[src/rtl/gpio_cfg_defs.sv]
// Shared definitions for the GPIO pad configuration chain: loader state encodings,
// default chain geometry and the pad-config bit-field layout used by housekeeping.
package gpio_cfg_defs;

  typedef enum logic [2:0] {
    StIdle  = 3'd0,
    StCrst  = 3'd1,
    StFetch = 3'd2,
    StShift = 3'd3,
    StLoad  = 3'd4,
    StDone  = 3'd5
  } loader_state_e;

  localparam int unsigned DefNumPads  = 19;
  localparam int unsigned DefCfgWidth = 13;

  // Bit offsets within one pad configuration word (LSB = 0).
  localparam int unsigned PadMgmtEnBit   = 0;
  localparam int unsigned PadOutDisBit   = 1;
  localparam int unsigned PadHoldOvrBit  = 2;
  localparam int unsigned PadInpDisBit   = 3;
  localparam int unsigned PadIbModeBit   = 4;
  localparam int unsigned PadAnaEnBit    = 5;
  localparam int unsigned PadAnaSelBit   = 6;
  localparam int unsigned PadAnaPolBit   = 7;
  localparam int unsigned PadSlowBit     = 8;
  localparam int unsigned PadTripBit     = 9;
  localparam int unsigned PadDmLsb       = 10;
  localparam int unsigned PadDmWidth     = 3;

endpackage

[src/rtl/serial_tick_gen.sv]
// Half-period timer for the serial chain: emits a one-cycle phase_end tick every CLK_DIV
// cycles, restarting from zero whenever clear is asserted.
module serial_tick_gen #(
  parameter int unsigned CLK_DIV = 2,
  localparam int unsigned CntW = (CLK_DIV > 1) ? $clog2(CLK_DIV + 1) : 1
) (
  input  logic clk,
  input  logic resetn,
  input  logic clear,
  output logic phase_end
);

  localparam logic [CntW-1:0] LastCnt = CntW'(CLK_DIV - 1);

  logic [CntW-1:0] cnt_q, cnt_d;

  assign phase_end = (cnt_q == LastCnt);

  always_comb begin
    cnt_d = cnt_q + CntW'(1);
    if (clear || phase_end) begin
      cnt_d = '0;
    end
  end

  always_ff @(posedge clk or negedge resetn) begin
    if (!resetn) begin
      cnt_q <= '0;
    end else begin
      cnt_q <= cnt_d;
    end
  end

endmodule

[src/rtl/gpio_serial_loader.sv]
// Loads the GPIO pad configuration chain: resets it, shifts one word per pad (highest pad
// first, MSB first) and then strobes the parallel load.
module gpio_serial_loader
  import gpio_cfg_defs::*;
#(
  parameter int unsigned NUM_PADS  = DefNumPads,
  parameter int unsigned CFG_WIDTH = DefCfgWidth,
  parameter int unsigned CLK_DIV   = 2,
  localparam int unsigned AddrW = (NUM_PADS > 1) ? $clog2(NUM_PADS) : 1
) (
  input  logic                 clk,
  input  logic                 resetn,
  input  logic                 start,
  output logic                 busy,
  output logic                 done,
  output logic [AddrW-1:0]     cfg_addr,
  input  logic [CFG_WIDTH-1:0] cfg_data,
  output logic                 serial_resetn,
  output logic                 serial_clock,
  output logic                 serial_data,
  output logic                 serial_load
);

  localparam int unsigned BitW = $clog2(CFG_WIDTH + 1);
  localparam logic [BitW-1:0]  LastBit  = BitW'(CFG_WIDTH - 1);
  localparam logic [AddrW-1:0] LastAddr = AddrW'(NUM_PADS - 1);

  loader_state_e         state_q, state_d;
  logic [AddrW-1:0]      addr_q, addr_d;
  logic [CFG_WIDTH-1:0]  shreg_q, shreg_d;
  logic [BitW-1:0]       bit_q, bit_d;
  logic                  phase_q, phase_d;
  logic                  init_q;
  logic                  phase_end;
  logic                  state_chg;

  assign state_chg = (state_d != state_q);

  serial_tick_gen #(
    .CLK_DIV (CLK_DIV)
  ) u_tick (
    .clk       (clk),
    .resetn    (resetn),
    .clear     (state_chg),
    .phase_end (phase_end)
  );

  // phase_q: 0 = first half-period, 1 = second half-period of the current bit/interval.
  always_comb begin
    state_d = state_q;
    addr_d  = addr_q;
    shreg_d = shreg_q;
    bit_d   = bit_q;
    phase_d = phase_q ^ phase_end;
    unique case (state_q)
      StIdle: begin
        if (start) begin
          state_d = StCrst;
          addr_d  = LastAddr;
        end
      end
      StCrst: begin
        if (phase_end && phase_q) state_d = StFetch;
      end
      StFetch: begin
        shreg_d = cfg_data;
        state_d = StShift;
      end
      StShift: begin
        if (phase_end && phase_q) begin
          shreg_d = {shreg_q[CFG_WIDTH-2:0], 1'b0};
          bit_d   = bit_q + BitW'(1);
          if (bit_q == LastBit) begin
            if (addr_q == '0) begin
              state_d = StLoad;
            end else begin
              addr_d  = addr_q - AddrW'(1);
              state_d = StFetch;
            end
          end
        end
      end
      StLoad: begin
        if (phase_end && phase_q) state_d = StDone;
      end
      StDone: begin
        state_d = StIdle;
      end
      default: begin
        state_d = StIdle;
      end
    endcase
    if (state_chg) begin
      phase_d = 1'b0;
      bit_d   = '0;
    end
  end

  always_ff @(posedge clk or negedge resetn) begin
    if (!resetn) begin
      state_q <= StIdle;
      addr_q  <= '0;
      shreg_q <= '0;
      bit_q   <= '0;
      phase_q <= 1'b0;
      init_q  <= 1'b0;
    end else begin
      state_q <= state_d;
      addr_q  <= addr_d;
      shreg_q <= shreg_d;
      bit_q   <= bit_d;
      phase_q <= phase_d;
      init_q  <= 1'b1;
    end
  end

  // Chain stays in reset until the first clock after release, and again during CRST.
  assign serial_resetn = init_q && (state_q != StCrst);
  assign busy          = (state_q != StIdle);
  assign done          = (state_q == StDone);
  assign serial_load   = (state_q == StLoad);
  assign serial_clock  = (state_q == StShift) && phase_q;
  assign serial_data   = (state_q == StShift) && shreg_q[CFG_WIDTH-1];
  assign cfg_addr      = addr_q;

endmodule
[config.mk]
export PLATFORM = sky130hd
export DESIGN_NAME = gpio_serial_loader
export DESIGN_NICKNAME = d
export VERILOG_FILES = /design/src/rtl/gpio_cfg_defs.sv /design/src/rtl/serial_tick_gen.sv /design/src/rtl/gpio_serial_loader.sv
export SDC_FILE = /design/constraint.sdc
export NUM_CORES = 1
export LEC_CHECK = 0
export BUFFER_PORTS_ARGS = -buffer_cell sky130_fd_sc_hd__buf_2
export CAP_MARGIN = 0
export CORE_ASPECT_RATIO = 0.9
export CORE_UTILIZATION = 41
export DETAILED_ROUTE_END_ITERATION = 8
export SYNTH_ARGS = -nofsm -noshare
export SYNTH_HDL_FRONTEND = slang
export SYNTH_SLANG_ARGS = --single-unit
[constraint.sdc]
create_clock -name clk -period 5.2 [get_ports clk]
set_input_delay 0.52 -clock clk [delete_from_list [all_inputs] [get_ports clk]]
set_output_delay 0.52 -clock clk [all_outputs]
set_load 0.05 [all_outputs]
=== Word level (Yosys, flattened, before mapping) ===
Cells that the tools add are included.

* Bits in registers: 29
* Input bits: 16
* Output and inout port bits: 11
* Logic and storage cells: 58

* Add/subtract/negate cells: 3
* Equal/unequal tests: 13
* Multiplexer cells: 19
* Bitwise operators: 1
* Reductions and logical operators: 15

{| class="wikitable"
|+ Operators with widths
! operator !! number
|-
| one-hot mux 13 bit (2 select lines) || 1
|-
| two-way mux 5 bit || 4
|-
| two-way mux 3 bit || 6
|-
| one-hot mux 3 bit (5 select lines) || 1
|-
| two-way mux 13 bit || 1
|-
| two-way mux 4 bit || 3
|-
| one-hot mux 5 bit (2 select lines) || 1
|-
| inequality test 2 bit, second input constant || 4
|-
| nonzero test 2 bit || 4
|-
| == test 3 x 2 -> 1 bit, second input constant || 2
|-
| == test 3 bit, second input constant || 2
|-
| zero test 5 bit || 1
|-
| AND reduction 5 bit || 1
|-
| subtractor 5 x 1 -> 5 bit, second input constant || 1
|-
| adder 4 x 1 -> 4 bit, second input constant || 1
|-
| == test 4 bit, second input constant || 1
|-
| logical AND 1 bit || 4
|-
| AND reduction 2 bit || 2
|-
| == test 3 x 1 -> 1 bit, second input constant || 1
|-
| zero test 3 bit || 1
|-
| inequality test 3 x 1 -> 1 bit, second input constant || 1
|-
| inequality test 3 bit || 1
|-
| nonzero test 3 bit || 1
|-
| adder 2 x 1 -> 2 bit, second input constant || 1
|-
| other kinds (5) || 5
|}

=== Longest topological paths before layout ===
* Depth after elaboration: 8
* Mapped depth: 7
* Gate-level depth less buffers: 6

=== Modules after synthesis ===
Synthesis repeated with hierarchy kept, for this count alone.

* Cell total of the unflattened synthesis: 146
* Area, all modules: 1681.6 µm²

{| class="wikitable"
|+ By module, submodules not included
! module !! instances !! cells an instance !! area each (µm²) !! seq. area each (µm²)
|-
| gpio_serial_loader || 1 || 140 || 1605.3 || 675.6
|-
| serial_tick_gen || 1 || 6 || 76.3 || 50.0
|}

=== Worst setup path before layout ===
No wires, ideal clock.

* Kind: reg2out
* Start: register state_q[1]
* End: output port serial_load
* Data arrival time: 1.724 ns
* Data required time: 4.680 ns
* Setup slack: 2.956 ns
* Stages on the path, launching flop included: 3
* Buffers on the path: 1
* Cell sequence: dfrtp_1 > buf_2 > nor3_1

* Word-level cells in the longest chain between the ends: 1

{| class="wikitable"
|+ RTL lines
! element !! line !! RTL
|-
| start: declaration || gpio_serial_loader.sv:28 || <nowiki>loader_state_e state_q, state_d;</nowiki>
|-
| start signal: assignment || gpio_serial_loader.sv:101 || <nowiki>state_q <= StIdle;</nowiki>
|-
| start signal: assignment || gpio_serial_loader.sv:108 || <nowiki>state_q <= state_d;</nowiki>
|-
| == test 3 bit || gpio_serial_loader.sv:121 || <nowiki>assign serial_load = (state_q == StLoad);</nowiki>
|-
| end: declaration || gpio_serial_loader.sv:21 || <nowiki>output logic serial_load</nowiki>
|}

No other way between the ends.

=== Final worst setup path ===
* Start: register state_q[1]
* End: output port serial_clock

* Word-level cells in the longest chain between the ends: 2

{| class="wikitable"
|+ RTL lines
! element !! line !! RTL
|-
| == test 3 x 2 -> 1 bit || gpio_serial_loader.sv:122 || <nowiki>assign serial_clock = (state_q == StShift) && phase_q;</nowiki>
|-
| logical AND 1 bit || gpio_serial_loader.sv:122 ||
|-
| end: declaration || gpio_serial_loader.sv:19 || <nowiki>output logic serial_clock,</nowiki>
|}

No other way between the ends.

==> results.tsv <==
metric	value	unit
Power Dens Cells	240	nW/µm²
Clock Sinks	29	
CTS H-Tree Depth	2	
Fin Clk Skew	8.47	ps
DIE AREA	4340	µm²
WP data arrival	2090	ps
leakage	0.943	nW
RSZ-0062 raised after global routing	false	
Final Hold Fails	0	
headroom to the max-slew limit	48.3	%
final wirelength	3230	µm
Tightest Pin Transition	775	ps
Yosys cell types	44	
Syn Nets	162	
Hold WC Path Type	in2async	
FFs w/ async S/R, synth	100	%
# DRC	0	
Seq/Total Area, Yosys	43.3	%
#FFs+latches synth	29	
Longest Clk Path Bufs	2	
area grow syn2layout	13.9	%
CORE AREA	3810	µm²
most frequent cell after synthesis	dfrtp_1	
Worst setup SP type	flop	
CTS tree	yes	
Rows	21	
leading post-synthesis cells by cell area	dfrtp_1 (43%), mux2_4 (11%), mux2_2 (6.7%)	
Peak Freq	383	MHz
peak supply drop	0.132	mV
largest net degree at the start of global routing	30	
post-DR vias/cell	5.45	
fillers	335	
Yosys top cell area share	43.3	%
max-cap violations	0	
cts repair resizes	0	
worst path required time	4680	ps
RR Startpoint	u_tick.cnt_q[1]	
Simple-Gate Fraction of Synth Area	14.6	%
min Tclk post-route	2610	ps
Die X-Extent	69.4	µm
Final setup viols	0	
Pwr Total	0.458	mW
kind of critical path	reg2out	
outcome	complete, no violations	
Adder-Cell Fraction of Synth Area	4.48	%
met3 WL post-DR	119	µm
Clock Latency Late Sink	280	ps
Post-Synth XOR/XNOR Area	0.523	%
Synth top cells by count	dfrtp_1 (29), mux2_4 (12), inv_1 (11)	
gr ovfl total	0	
Vias	1160	
antenna-violating nets left	0	
Setup crit end kind	primary output	
Worst Path Max Fanout	15	
1st-iter DRT viols	51	
Clock transition at path regs	60	ps
Post-synth EDFFs	0	
cell taking the most area after synthesis	dfrtp_1	
nets@finish	188	
Syn Area/Cell	12.0	µm²
CP startpoint	state_q[1]	
Synth Cell Area	1670	µm²
metal2 WL	1610	µm
R2R Setup Slk	2900	ps
# IOs	27	
initial core utilization	43.9	%
fin crit share	50.2	%
CTS root buf	clkbuf_8	
Synth Flop Type	dfrtp_1	
Post-CTS Hold Fix Bufs	0	
Die Height	62.6	µm
R2R Path End	shreg_q[3]	
vias in the first global route	1164	
Synth warnings	0	
Routed met1 length	1450	µm
Fin Setup TNS	0	ps
Slew Viols, Final	0	
wire length per cell	15.2	µm
initial antenna violation count	0	
DP Wirelength	2290	µm
global-route wire length before repair	5500	µm
Top Metal Used	met4	
DRT Pass-1 Iters	4	
share of cells above drive strength 1	38.3	%
area fraction in compound gates after synthesis	8.74	%
R2R depth	6	
n_diodes	0	
main combinational cell family by area after synthesis	multiplexers	
portion of netlist area occupied by mux cells	22.3	%
Synth Instances	140	
port buffer count	26	
Setup Fix Bufs, Post-CTS	0	
All-Layer GR Usage	16.2	%
gp weighted congestion	0.840	
CTS buffer count	5	
## critical path, stage by stage, from the launching register on
cell and delay [ps]:
dfrtp_1 600, and3b_1 710, and2_1 230, buf_2 260
## routing by layer
| layer | global-route usage [%] | vias up |
|---|---|---|
| met5 | 0 | - |
| met4 | 6.89 | 0 |
| met3 | 4.52 | 7 |
| met2 | 26.2 | 27 |
| met1 | 20.3 | 576 |
| li1 | - | 550 |
## sequential cells by signal, indices dropped and copies added (netlist names)
name          count
bit_q             4
state_q           3
shreg_q          13
cfg_addr          5
init_q            1
phase_q           1
u_tick.cnt_q      2
## kinds of logic (layout without fill, tap and decap cells)
logic type / count (synthesis) / in the layout
xor+xnor: 1 / 1
buf+inv: 18 / 45
flops: 29 / 29
simple gates: 35 / 35
fa+ha+maj: 6 / 6
other cells: 1 / 1
mux: 30 / 30
compound gates: 20 / 20
## worst max-delay path by stage
stage / to / slack (ps) / cells past startpoint
5_1_grt: serial_clock / 2410 / 3
4_1_cts: serial_clock / 2570 / 3
3_5_place_dp: serial_data / 2860 / 3
3_3_place_gp: serial_clock / 2920 / 3
2_1_floorplan: serial_load / 2960 / 2
6_report: serial_clock / 2590 / 3
## cell type report
class | count | area, µm² | share of cell area [%]
flip-flops and latches | 29 | 726 | 38.1
multi-input cells | 93 | 851 | 44.6
clock inverters | 1 | 5.00 | 0.262
repair buffers | 26 | 130 | 6.82
clock buffers | 7 | 96.3 | 5.05
well taps | 46 | 57.6 | 3.02
inverters | 11 | 41.3 | 2.17
## placed cells by master (no fill, tap or decap), types with 3 or more instances in the layout
master    instances
dfrtp_1          29
buf_2            26
mux2_4           12
inv_1            11
mux2_2           10
mux2i_1           8
clkbuf_8          7
ha_1              6
nor3_1            4
nor2_1            4
nand2_1           4
a21oi_1           3
o21ai_0           3
or3_1             3
## power by group
group	internal [mW]	switching (mW)	total (mW)
Sequential	0.228	0.00154	0.230
Clock	0.119	0.0840	0.203
Combinational	0.00931	0.0154	0.0247
## through the flow
stage | cell area, µm² | util, % | hold WS, ps | cells | setup WS (ps)
finish | 1910 | 50.0 | 258 | 213 | 2590
global route | 1910 | 50.0 | 319 | 213 | 2410
CTS | 1910 | 50.0 | 291 | 213 | 2570
detailed placement | 1810 | 47.4 | 443 | 205 | 2860
global placement | 1810 | 47.4 | 431 | 205 | 2920
floorplan | 1670 | - | 224 | 140 | 2960
Power figures use the tool's default switching activity.
